**config.mk**
```make
export PLATFORM = sky130hd
export DESIGN_NAME = button_event_arbiter_flat
export DESIGN_NICKNAME = d
export VERILOG_FILES = /design/src/rtl/button_event_arbiter_pkg.sv /design/src/rtl/button_event_arbiter_if.sv /design/src/rtl/button_debounce_chan.sv /design/src/rtl/button_event_arbiter.sv /design/src/flat_wrapper.sv
export SDC_FILE = /design/constraint.sdc
export NUM_CORES = 1
export LEC_CHECK = 0
export ABC_AREA = 0
export BUFFER_PORTS_ARGS = -buffer_cell sky130_fd_sc_hd__buf_2
export CORE_MARGIN = 8
export CORE_UTILIZATION = 62
export CTS_BUF_LIST = sky130_fd_sc_hd__clkbuf_2
export CTS_CLUSTER_DIAMETER = 200
export CTS_CLUSTER_SIZE = 25
export DETAILED_ROUTE_END_ITERATION = 16
export PLACE_DENSITY = 0.88
export SLEW_MARGIN = 20
export SYNTH_ARGS = -nofsm -noshare
export SYNTH_HDL_FRONTEND = slang
export SYNTH_SLANG_ARGS = --single-unit
```
**constraint.sdc**
```tcl
create_clock -name CLK100MHZ -period 4.6 [get_ports CLK100MHZ]
set_input_delay 0.46 -clock CLK100MHZ [delete_from_list [all_inputs] [get_ports CLK100MHZ]]
set_output_delay 0.46 -clock CLK100MHZ [all_outputs]
set_load 0.01 [all_outputs]
```
**src/rtl/button_event_arbiter_pkg.sv**
```systemverilog
// Shared constants and width helpers for the button event arbiter.
package button_event_arbiter_pkg;

  localparam int unsigned TICK_DIV_200US   = 20000;
  localparam int unsigned STABLE_TICKS_DEF = 4;

  // Bits needed to hold values 0..n-1, never less than one bit.
  function automatic int unsigned clog2_min1(input int unsigned n);
    return (n <= 2) ? 1 : $clog2(n);
  endfunction

endpackage

```
**src/rtl/button_event_arbiter_if.sv**
```systemverilog
// Press-event valid/ready port; master is the arbiter, slave the consumer.
interface button_event_arbiter_if #(
  parameter int unsigned IDX_W = 2
) ();

  logic             evt_valid;
  logic             evt_ready;
  logic [IDX_W-1:0] evt_idx;
  logic             evt_overflow;

  modport master (output evt_valid, output evt_idx, output evt_overflow, input evt_ready);
  modport slave  (input evt_valid, input evt_idx, input evt_overflow, output evt_ready);

endinterface

```
**src/rtl/button_debounce_chan.sv**
```systemverilog
// One button: two-flop synchronizer, tick-based stability counter, clean level and rise pulse.
module button_debounce_chan
  import button_event_arbiter_pkg::*;
#(
  parameter int unsigned STABLE_TICKS = STABLE_TICKS_DEF
) (
  input  logic clk_i,
  input  logic rst_i,
  input  logic raw_i,
  input  logic tick_i,
  output logic level_o,
  output logic rise_o
);

  localparam int unsigned     CntW   = clog2_min1(STABLE_TICKS);
  localparam logic [CntW-1:0] CntMax = CntW'(STABLE_TICKS - 1);

  logic            sync1_q, sync2_q;
  logic            level_q, level_d;
  logic            rise_q;
  logic [CntW-1:0] cnt_q, cnt_d;

  always_comb begin
    level_d = level_q;
    cnt_d   = cnt_q;
    if (tick_i) begin
      if (sync2_q == level_q) begin
        cnt_d = '0;
      end else if (cnt_q == CntMax) begin
        level_d = sync2_q;
        cnt_d   = '0;
      end else begin
        cnt_d = cnt_q + CntW'(1);
      end
    end
  end

  always_ff @(posedge clk_i) begin
    if (rst_i) begin
      sync1_q <= 1'b0;
      sync2_q <= 1'b0;
      level_q <= 1'b0;
      cnt_q   <= '0;
      rise_q  <= 1'b0;
    end else begin
      sync1_q <= raw_i;
      sync2_q <= sync1_q;
      level_q <= level_d;
      cnt_q   <= cnt_d;
      // High during the first cycle the new level is visible.
      rise_q  <= level_d & ~level_q;
    end
  end

  assign level_o = level_q;
  assign rise_o  = rise_q;

endmodule

```
**src/rtl/button_event_arbiter.sv**
```systemverilog
// Debounces N_BTN buttons and serves their press events round-robin on a valid/ready port.
module button_event_arbiter
  import button_event_arbiter_pkg::*;
#(
  parameter int unsigned N_BTN        = 4,
  parameter int unsigned IDX_W        = clog2_min1(N_BTN),
  parameter int unsigned TICK_DIV     = TICK_DIV_200US,
  parameter int unsigned STABLE_TICKS = STABLE_TICKS_DEF
) (
  input  logic                  CLK100MHZ,
  input  logic                  reset,
  input  logic [N_BTN-1:0]      btn_raw,
  output logic [N_BTN-1:0]      btn_level,
  button_event_arbiter_if.master evt
);

  localparam int unsigned TickW = clog2_min1(TICK_DIV);
  localparam int unsigned NSlot = 2 ** IDX_W;

  logic [TickW-1:0] tick_cnt_q;
  logic             tick;
  logic [N_BTN-1:0] rise;

  logic [N_BTN-1:0] pending_q, pending_d;
  logic [IDX_W-1:0] last_q, last_d;
  logic [IDX_W-1:0] idx_q, idx_d;
  logic             valid_q, valid_d;
  logic             ovf_q, ovf_d;

  logic [NSlot-1:0] pend_ext;
  logic [NSlot-1:0] clear_ext;
  logic [N_BTN-1:0] clear;
  logic [IDX_W-1:0] cand;
  logic [IDX_W-1:0] grant_idx;
  logic             grant_found;

  assign tick = (tick_cnt_q == TickW'(TICK_DIV - 1));

  for (genvar i = 0; i < N_BTN; i++) begin : g_chan
    button_debounce_chan #(
      .STABLE_TICKS(STABLE_TICKS)
    ) u_chan (
      .clk_i  (CLK100MHZ),
      .rst_i  (reset),
      .raw_i  (btn_raw[i]),
      .tick_i (tick),
      .level_o(btn_level[i]),
      .rise_o (rise[i])
    );
  end

  assign pend_ext = NSlot'(pending_q);

  // First pending button strictly after the last grant, wrapping at N_BTN.
  always_comb begin
    grant_found = 1'b0;
    grant_idx   = '0;
    cand        = last_q;
    for (int unsigned k = 0; k < N_BTN; k++) begin
      cand = (cand == IDX_W'(N_BTN - 1)) ? '0 : cand + IDX_W'(1);
      if (!grant_found && pend_ext[cand]) begin
        grant_found = 1'b1;
        grant_idx   = cand;
      end
    end
  end

  always_comb begin
    valid_d   = valid_q;
    idx_d     = idx_q;
    last_d    = last_q;
    clear_ext = '0;
    if (!valid_q) begin
      if (grant_found) begin
        valid_d   = 1'b1;
        idx_d     = grant_idx;
        last_d    = grant_idx;
        clear_ext = NSlot'(1) << grant_idx;
      end
    end else if (evt.evt_ready) begin
      valid_d = 1'b0;
    end
    clear = clear_ext[N_BTN-1:0];
    // A press landing on the slot being granted re-arms it without counting as lost.
    pending_d = (pending_q & ~clear) | rise;
    ovf_d     = ovf_q | (|(rise & pending_q & ~clear));
  end

  always_ff @(posedge CLK100MHZ) begin
    if (reset) begin
      tick_cnt_q <= '0;
      pending_q  <= '0;
      last_q     <= IDX_W'(N_BTN - 1);
      idx_q      <= '0;
      valid_q    <= 1'b0;
      ovf_q      <= 1'b0;
    end else begin
      tick_cnt_q <= tick ? '0 : tick_cnt_q + TickW'(1);
      pending_q  <= pending_d;
      last_q     <= last_d;
      idx_q      <= idx_d;
      valid_q    <= valid_d;
      ovf_q      <= ovf_d;
    end
  end

  assign evt.evt_valid    = valid_q;
  assign evt.evt_idx      = idx_q;
  assign evt.evt_overflow = ovf_q;

endmodule

```
**src/flat_wrapper.sv**
```systemverilog
// flat-port wrapper written by rule: the top's interface ports become plain ports
module button_event_arbiter_flat import button_event_arbiter_pkg::*;
#(
  parameter int unsigned N_BTN        = 4,
  parameter int unsigned IDX_W        = clog2_min1(N_BTN),
  parameter int unsigned TICK_DIV     = TICK_DIV_200US,
  parameter int unsigned STABLE_TICKS = STABLE_TICKS_DEF
)
  (CLK100MHZ, reset, btn_raw, btn_level, evt_evt_valid, evt_evt_idx, evt_evt_overflow, evt_evt_ready);
  button_event_arbiter_if #(.IDX_W(IDX_W)) evt_i ();
  input  logic CLK100MHZ;
  input  logic reset;
  input  logic [N_BTN-1:0] btn_raw;
  output logic [N_BTN-1:0] btn_level;
  output wire logic [$bits(evt_i.evt_valid)-1:0] evt_evt_valid;
  output wire logic [$bits(evt_i.evt_idx)-1:0] evt_evt_idx;
  output wire logic [$bits(evt_i.evt_overflow)-1:0] evt_evt_overflow;
  input wire logic [$bits(evt_i.evt_ready)-1:0] evt_evt_ready;
  assign evt_evt_valid = evt_i.evt_valid;
  assign evt_evt_idx = evt_i.evt_idx;
  assign evt_evt_overflow = evt_i.evt_overflow;
  assign evt_i.evt_ready = evt_evt_ready;
  button_event_arbiter #(.N_BTN(N_BTN), .IDX_W(IDX_W), .TICK_DIV(TICK_DIV), .STABLE_TICKS(STABLE_TICKS)) u_core (.CLK100MHZ(CLK100MHZ), .reset(reset), .btn_raw(btn_raw), .btn_level(btn_level), .evt(evt_i));
endmodule
```
==> metrics.txt <==
Final min period 1.93 ns; port bufs 14; status completed; Crit. End Element flip-flop; Layout area overhead 4.07%; drt drc 0; sequential element share of the synthesized area 0.456; yosys warns 0; Max Fanout on Critical Path 15; WL final 3.76 mm; CTS max path bufs 2; clk_lat worst skew 0.43 ns; Die X 74.9 um; Rel. slew slack 0.569; ant diodes 0; WL/cell 12.7 um; row cnt 21; mux cell area share after synthesis 0; Compound-Gate Fraction of Synth Area 0.119; Achievable Freq 0.517 GHz; Pleak 0.866 nW; largest net degree at the start of global routing 39; number of flops mapped to enable cells by yosys 0; DP Cell Count 288; synth top area cells dfxtp_1 (46%), nor2_1 (5.1%), a21oi_1 (4.9%); fin crit share 0.420; Power Dens Cells 279 nW/um^2; Sink Count 49; Final Hold Viols 0; Post-Synthesis Cell Area 2150 sq um; Cells after Synth 242; RSZ-0062 raised after global routing no; Hold Slack 0.230 ns; All-Layer GR Usage 0.154; I/O pin cnt 15; largest family of logic cells by synthesized area simple AND/OR/NAND/NOR gates; Detail Placement HPWL 2.73 mm; post-CTS sizing 0; clock skew 0.0341 ns; Synth Area in Adders 0.0349; Initial Util 0.645; fin cells 296; die area 5610 sq um; Syn Area/Cell 8.90 sq um; hold-fix buffer count after cts 0; Vias/cell 5.54; clock tree root driver cell clkbuf_2; CP required 4.90 ns; most frequent cell after synthesis dfxtp_1; WS Path Type reg2reg; Async SR Flop Fraction 0; post-synth top area share 0.456; setup violators final 0; fin. max-slew vios 0; final total power 0.000625 W; Pre-antenna DRT Iters 5; TritonCTS clock tree built; first-pass GRT wire length 6.76 mm; Routed Antenna Nets 0; register bit count reported by yosys 49; CTS H-tree depth 2; Reg clk slew, reported paths 0.23 ns; Post-Synth XOR/XNOR Area 0.0691; worst vdd ir 217 uV; post-synthesis simple-gate area fraction 0.265; CP Launch Type flip-flop; nets 262; layout cells sized above 1 0.116; arrival time at the worst endpoint 2.23 ns; core region area 3340 sq um; syn_nets 255; Die Height 74.9 um; # Post-CTS Setup Buffers 0; top cells by count, synth dfxtp_1 (49), nor2_1 (29), nand2_1 (28); multi-input logic area 1050 sq um; Seq. cell area 981 sq um; total number of vias 1639; Max-Cap Viols 0; initial DRC count 95; vias in the first global route 1606; Sum Neg Setup Slack 0 ns; CTS buffer count 5; GPL Wtd Cong 0.872; synth unique cells 44; Yosys top cell by area dfxtp_1; type of the most critical hold path in2reg; Congestion Overflow GR 0; initial antenna violation count 0; Fillers 282; Tightest Pin Transition 0.647 ns; Top FF cell, synth dfxtp_1
flip-flops by register name (all words and copies together), names as in the netlist:
register and count:
u_core.evt.evt_valid 1, u_core.g_chan.u_chan.sync1_q 4, u_core.evt.evt_idx 2, u_core.g_chan.u_chan.level_o 4, u_core.tick_cnt_q 15, u_core.g_chan.u_chan.sync2_q 4, u_core.g_chan.u_chan.rise_o 4, u_core.last_q 2
u_core.pend_ext 4, u_core.evt.evt_overflow 1, u_core.g_chan.u_chan.cnt_q 8
cell usage in the layout, fill, tap and decap left out, types with 3 or more instances in the layout:
cell / n
clkbuf_2: 6
dfxtp_1: 49
ha_1: 6
nor2b_1: 8
o21ai_0: 4
buf_2: 14
nand3_1: 10
nor2_1: 29
and3_1: 4
a21oi_1: 21
nor3_1: 8
xor2_1: 9
nand2_1: 28
inv_1: 10
xnor2_1: 8
nand4_1: 3
metal layers:
| layer | track usage | part of all wire | up-vias |
|---|---|---|---|
| met1 | 0.172 | 0.42 | 757 |
| met4 | 0.0674 | 0.021 | 0 |
| met3 | 0.0439 | 0.060 | 8 |
| met2 | 0.265 | 0.50 | 41 |
| li1 | - | - | 833 |
| met5 | 0 | 0 | - |
metrics by stage:
| stage | worst slack, ns | util | cell area [sq um] |
|---|---|---|---|
| floorplan | 2.97 | - | 2150 |
| global placement | 2.80 | 0.658 | 2200 |
| detailed placement | 2.70 | 0.658 | 2200 |
| CTS | 2.67 | 0.672 | 2240 |
| global route | 2.51 | 0.672 | 2240 |
| finish | 2.67 | 0.672 | 2240 |
cell families after synthesis:
kind of cell             count (synthesis)
AND/OR/NAND/NOR                        105
buffers and inverters                   24
flip-flops                              49
adder cells (fa/ha/maj)                  6
XOR/XNOR                                17
AO/OA/AOI/OAI                           41
layout make-up:
class                           instances  area share
Clock buffer                            6      0.0134
Tap cell                               46      0.0257
Multi-Input combinational cell        169       0.469
Timing Repair Buffer                   14      0.0313
Clock inverter                          2     0.00614
Sequential cell                        49       0.438
Inverter                               10      0.0168
path summary, 6_finish.rpt:
check	endpoint	slack [ns]	depth (start not counted)	start
worst max-delay path	u_core.tick_cnt_q[12]$_SDFF_PP0_	2.67	5	u_core.tick_cnt_q[1]$_SDFF_PP0_
worst min-delay path	u_core.g_chan[3].u_chan.sync1_q$_SDFF_PP0_	0.23	2	btn_raw[3]
worst max register to register	u_core.tick_cnt_q[12]$_SDFF_PP0_	2.67	5	u_core.tick_cnt_q[1]$_SDFF_PP0_
worst min register to register	u_core.pend_ext[3]$_SDFF_PP0_	0.45	2	u_core.g_chan[3].u_chan.rise_o$_SDFF_PP0_
worst max-delay path, stage by stage, from the launching register on:
cell and delay (ns):
dfxtp_1 0.41, ha_1 0.24, and4_1 0.31, nand4_4 0.25, or2b_1 0.49, nor2_1 0.12
power by group:
group	total, W	switching (W)	leakage, nW	internal, W
clock network	0.000172	0.000131	0.0334	0.0000411
registers	0.000435	0.00000350	0.397	0.000431
logic	0.0000182	0.0000110	0.435	0.00000717
total	0.000625	0.000145	0.866	0.000479
No activity file was read; power rests on OpenSTA's default activity.
